--- config.mk ---
export PLATFORM = sky130hd
export DESIGN_NAME = fixed_point_division_ctrl
export DESIGN_NICKNAME = d
export VERILOG_FILES = /design/src/rtl/fixed_point_division_ctrl.sv
export SDC_FILE = /design/constraint.sdc
export NUM_CORES = 1
export LEC_CHECK = 0
export CAP_MARGIN = 20
export CORE_AREA = 4 4 41 43
export DETAILED_ROUTE_END_ITERATION = 8
export DIE_AREA = 0 0 45 47
export DONT_BUFFER_PORTS = 1
export PLACE_DENSITY = 0.68
export SETUP_SLACK_MARGIN = 0.05
export SYNTH_ARGS = -nofsm -noshare
export SYNTH_HDL_FRONTEND = slang
export SYNTH_SLANG_ARGS = --single-unit
--- constraint.sdc ---
create_clock -name i_clk -period 1.72 [get_ports i_clk]
set_input_delay 0.344 -clock i_clk [delete_from_list [all_inputs] [get_ports i_clk]]
set_output_delay 0.344 -clock i_clk [all_outputs]
set_load 0.1 [all_outputs]
--- src/rtl/fixed_point_division_ctrl.sv ---
// ----------------------------------------------------------------------------
// fixed_point_division_ctrl
//
// Control FSM for a 10-bit fixed-point restoring divider. It sequences the
// datapath (A/B/ACC/Q registers, subtractor, comparator, overflow detector)
// through one division per accepted start. It owns the iteration schedule,
// the load/clear/shift/subtract strobes, and the divide-by-zero and overflow
// abort paths.
//
// Ports:
//   i_clk, i_rst     clock; synchronous active-high reset
//   i_start          begin a division (sampled only in IDLE)
//   i_b_zero         divisor is zero (sampled in INIT)
//   i_gt             comparator ACC >= B after shift (combinational)
//   i_ov_in          overflow detector flag (sampled in ITER)
//   o_ld_a, o_ld_b   load operand registers
//   o_acc_clr        clear ACC
//   o_q_init         load Q from A
//   o_shift_en       shift ACC:Q left one bit
//   o_sub_sel        ACC takes the subtractor result this step
//   o_q_bit          quotient bit shifted into Q LSB
//   o_iter_cnt       current iteration index
//   o_busy           division in progress (LOAD/INIT/ITER)
//   o_done           one-cycle completion pulse
//   o_ov, o_dz       sticky overflow / divide-by-zero status
// ----------------------------------------------------------------------------
module fixed_point_division_ctrl #(
    parameter int ITERATIONS = 14,
    parameter int CNT_W      = 4
) (
    input  logic             i_clk,
    input  logic             i_rst,
    input  logic             i_start,
    input  logic             i_b_zero,
    input  logic             i_gt,
    input  logic             i_ov_in,
    output logic             o_ld_a,
    output logic             o_ld_b,
    output logic             o_acc_clr,
    output logic             o_q_init,
    output logic             o_shift_en,
    output logic             o_sub_sel,
    output logic             o_q_bit,
    output logic [CNT_W-1:0] o_iter_cnt,
    output logic             o_busy,
    output logic             o_done,
    output logic             o_ov,
    output logic             o_dz
);

    typedef enum logic [2:0] {
        S_IDLE,
        S_LOAD,
        S_INIT,
        S_ITER,
        S_DONE
    } state_t;

    localparam logic [CNT_W-1:0] LAST_IDX = CNT_W'(ITERATIONS - 1);

    state_t           r_state;
    state_t           w_next;
    logic [CNT_W-1:0] r_iter_cnt;
    logic             r_ov;
    logic             r_dz;
    logic             w_last;

    assign w_last = (r_iter_cnt == LAST_IDX);

    // State register plus counter and sticky status
    always_ff @(posedge i_clk) begin
        if (i_rst) begin
            r_state    <= S_IDLE;
            r_iter_cnt <= '0;
            r_ov       <= 1'b0;
            r_dz       <= 1'b0;
        end else begin
            r_state <= w_next;
            case (r_state)
                S_IDLE: begin
                    if (i_start) begin
                        r_ov <= 1'b0;
                        r_dz <= 1'b0;
                    end
                end
                S_INIT: begin
                    r_iter_cnt <= '0;
                    if (i_b_zero) r_dz <= 1'b1;
                end
                S_ITER: begin
                    // Saturate at the last index so the count never wraps
                    if (!w_last) r_iter_cnt <= r_iter_cnt + 1'b1;
                    if (i_ov_in) r_ov <= 1'b1;
                end
                default: ;
            endcase
        end
    end

    // Next-state and strobe decode
    always_comb begin
        w_next     = r_state;
        o_ld_a     = 1'b0;
        o_ld_b     = 1'b0;
        o_acc_clr  = 1'b0;
        o_q_init   = 1'b0;
        o_shift_en = 1'b0;
        o_sub_sel  = 1'b0;
        o_q_bit    = 1'b0;
        o_busy     = 1'b0;
        o_done     = 1'b0;
        case (r_state)
            S_IDLE: begin
                if (i_start) w_next = S_LOAD;
            end
            S_LOAD: begin
                o_ld_a = 1'b1;
                o_ld_b = 1'b1;
                o_busy = 1'b1;
                w_next = S_INIT;
            end
            S_INIT: begin
                o_acc_clr = 1'b1;
                o_q_init  = 1'b1;
                o_busy    = 1'b1;
                w_next    = i_b_zero ? S_DONE : S_ITER;
            end
            S_ITER: begin
                o_shift_en = 1'b1;
                o_sub_sel  = i_gt;
                o_q_bit    = i_gt;
                o_busy     = 1'b1;
                // Overflow on the final step lands in the same DONE transition
                if (i_ov_in || w_last) w_next = S_DONE;
            end
            S_DONE: begin
                o_done = 1'b1;
                w_next = S_IDLE;
            end
            default: w_next = S_IDLE;
        endcase
    end

    assign o_iter_cnt = r_iter_cnt;
    assign o_ov       = r_ov;
    assign o_dz       = r_dz;

endmodule
==> out/qor.csv, run 1 <==
metric,value,unit
fmax,0.6082,GHz
yosys.area.top_type,dfxtp_1,
finalClockSkew,0.004563,ns
hold_viol_final,0,
synth.distinct_cells,33,
r2r-end,r_state[1],
die_area,2115,µm²
grt_use_met1,0.1613,
crit_required,1.38,ns
timing.critical_path.fanout_max,4,
synth_enable_flop_cells,0,
grt.overflow.total,0,
setup_slack,0.07570,ns
diodes,0,
drive_above_1_share,0.5000,
worst_setup_path_end_kind,output pin,
drv_cap,0,
die_x,45,µm
syn_area_per_cell,9.110,µm²
hold_end,o_iter_cnt[1],
synth_top_area_frac,0.3090,
vias,548,
antenna_found_initial,0,
grt_pass1_vias,456,
synth_area_leaders,"dfxtp_1 (31%), buf_6 (7.7%), a21oi_1 (4.3%)",
ys_seq_area_frac,0.3090,
met2_usage,0.2119,
slowest_delay,0.36,ns
worst_slew_pin_slew,0.3878,ns
clock-root-buffer,clkbuf_4,
maxSlewViolCount,0,
path_class,flop to output pin,
place.gp.congestion,0.7643,
hold_class,primary input to flop,
ios,21,
arrival,1.30,ns
fin_util,0.6337,
drc_errors,0,
power_density,1138,nW/µm²
min-delay-start,i_rst,
synthCells,64,
synth_area,583.1,µm²
vias_per_cell,5.768,
status,finished clean,
die_y,47,µm
busiest_layer,met2,
nets,89,
area_growth,41.42,%
finalSetupViolCount,0,
synthArstFlopShare,0,
r2r_cells,5,
yosys_most_used_dff,dfxtp_1,
ys_top_cells_by_count,"dfxtp_1 (9), a21oi_1 (5), nor2_1 (5)",
cts_tree,done,
timing.final.crit_share,0.9560,
power,0.0009385,W
cp-start-kind,flop,
yosysMostFrequentCell,dfxtp_1,
cts_buffers,3,
cts_hold_repair.buffers,0,
h-tree-depth,1,
clk_path_buf_depth,2,
wire_per_inst,14.24,µm
hpwl,938.7,µm
insertion_delay,0.26,ns
slew_headroom,0.7412,
grt_pass1_wl,2070,µm
clk_pin_slew,0.06,ns
ys_seq_elements,9,
r2r_slack,0.35,ns
yosys_warnings,0,
portBuffers,0,
crit_chain,"and3b_2, and2_4, buf_16",
start_util,0.4481,
whs_path_depth,1,
syn-num-nets,72,
place_ws,0.2188,ns
drt_pass1_iterations,5,
r2r-start,r_state[0],
core_area,1301,µm²
drt-initial-drc-count,30,
vdd_ir_drop_max,0.4501,mV
grt_usage,0.1397,
rsz0062_at_grt,yes,
finalSetupTns,0,ns
routed_wl,1353,µm
p_leak,0.3298,nW
met3_usage,0.04981,
period_needed,1.644,ns
startpoint,r_state[2],
grt_max_degree,13,
clock-sinks,9,
rows,13,
crit_path_top_delay_cell,dfxtp_2,
ant_nets,0,
-- kinds of logic after synthesis --
| logic type | count (synthesis) | synth area share |
|---|---|---|
| AOI/OAI and AO/OA | 14 | 0.1631 |
| adders and majority gates | 2 | 0.04291 |
| buffers and inverters | 9 | 0.1287 |
| DFF | 9 | 0.3090 |
| muxes | 1 | 0.01931 |
| and+or+nand+nor | 29 | 0.3369 |
-- stage by stage --
stage	instances	area (µm²)	hold WS, ns
after floorplan	64	640.6	0.5138
after global placement	86	744.5	0.4036
after detailed placement	86	744.5	0.4086
after CTS	91	789.5	0.1246
after global routing	95	824.5	0.1086
final	95	824.5	0.1329
-- timing repair --
| item | CTS | global route |
|---|---|---|
| setup buffers | 1 | 4 |
| resized for setup | 5 | 1 |
| setup endpoints to repair | 6 | 4 |
| endpoints found under the hold margin | 0 | 0 |
| gates cloned | 0 | 0 |
-- how the worst max path moves through the flow --
stage | endpoint | cells after the start
floorplan | o_ld_b | 3
global placement | o_q_bit | 3
detailed placement | o_q_bit | 3
CTS | o_q_init | 2
global route | o_q_bit | 3
finish | o_q_bit | 3
-- state kept, by name (all words and copies together), names as in the netlist --
register and flops:
o_iter_cnt 4, o_dz 1, o_ov 1, r_state 3
-- power breakdown --
part / total, W / switching (W) / internal, W
Combinational: 0.000519 / 0.000343 / 0.000176
Clock: 0.000167 / 0.0000776 / 0.0000896
Sequential: 0.000252 / 0.0000253 / 0.000227
-- layout make-up --
cell class                      count  area [µm²]
Sequential cell                     9       192.7
Tap cell                           15       18.77
Clock buffer                        4       26.28
Fill cell                         115       476.7
Timing Repair Buffer               20       236.5
Inverter                            1       3.754
Multi-Input combinational cell     46       346.6
-- critical path, delay by kind of cell, from the launching register on --
family | cells | cell delay [ns]
buffers and inverters | 1 | 0.23
and+or+nand+nor | 2 | 0.44
DFF | 1 | 0.36
-- placed cells by master (no fill, tap or decap), drive strengths merged, types with 3 or more instances in the layout --
cell type / count
clkbuf: 5
nor2: 6
buf: 19
nor3b: 3
nand2: 3
a21oi: 6
and2: 3
dfxtp: 9
-- per-layer routing --
| layer | routed length (µm) | share of wire |
|---|---|---|
| met1 | 525 | 0.39 |
| met2 | 678 | 0.50 |
| met3 | 117 | 0.086 |
| met4 | 32 | 0.024 |
| met5 | 0 | 0 |
Note: power is estimated with default switching activity, not from simulation.
==> run 2, diff against run 1 <==
SLEW_MARGIN = 20   (was default)
==> results of run 2 <==
Same layout as run 1: the final DEF is identical, and so are final timing and power.
==> run 3, diff against run 2 <==
GPL_ROUTABILITY_DRIVEN = 0   (was default)
==> results of run 3 <==
Same layout as run 1: the final DEF is identical, and so are final timing and power.
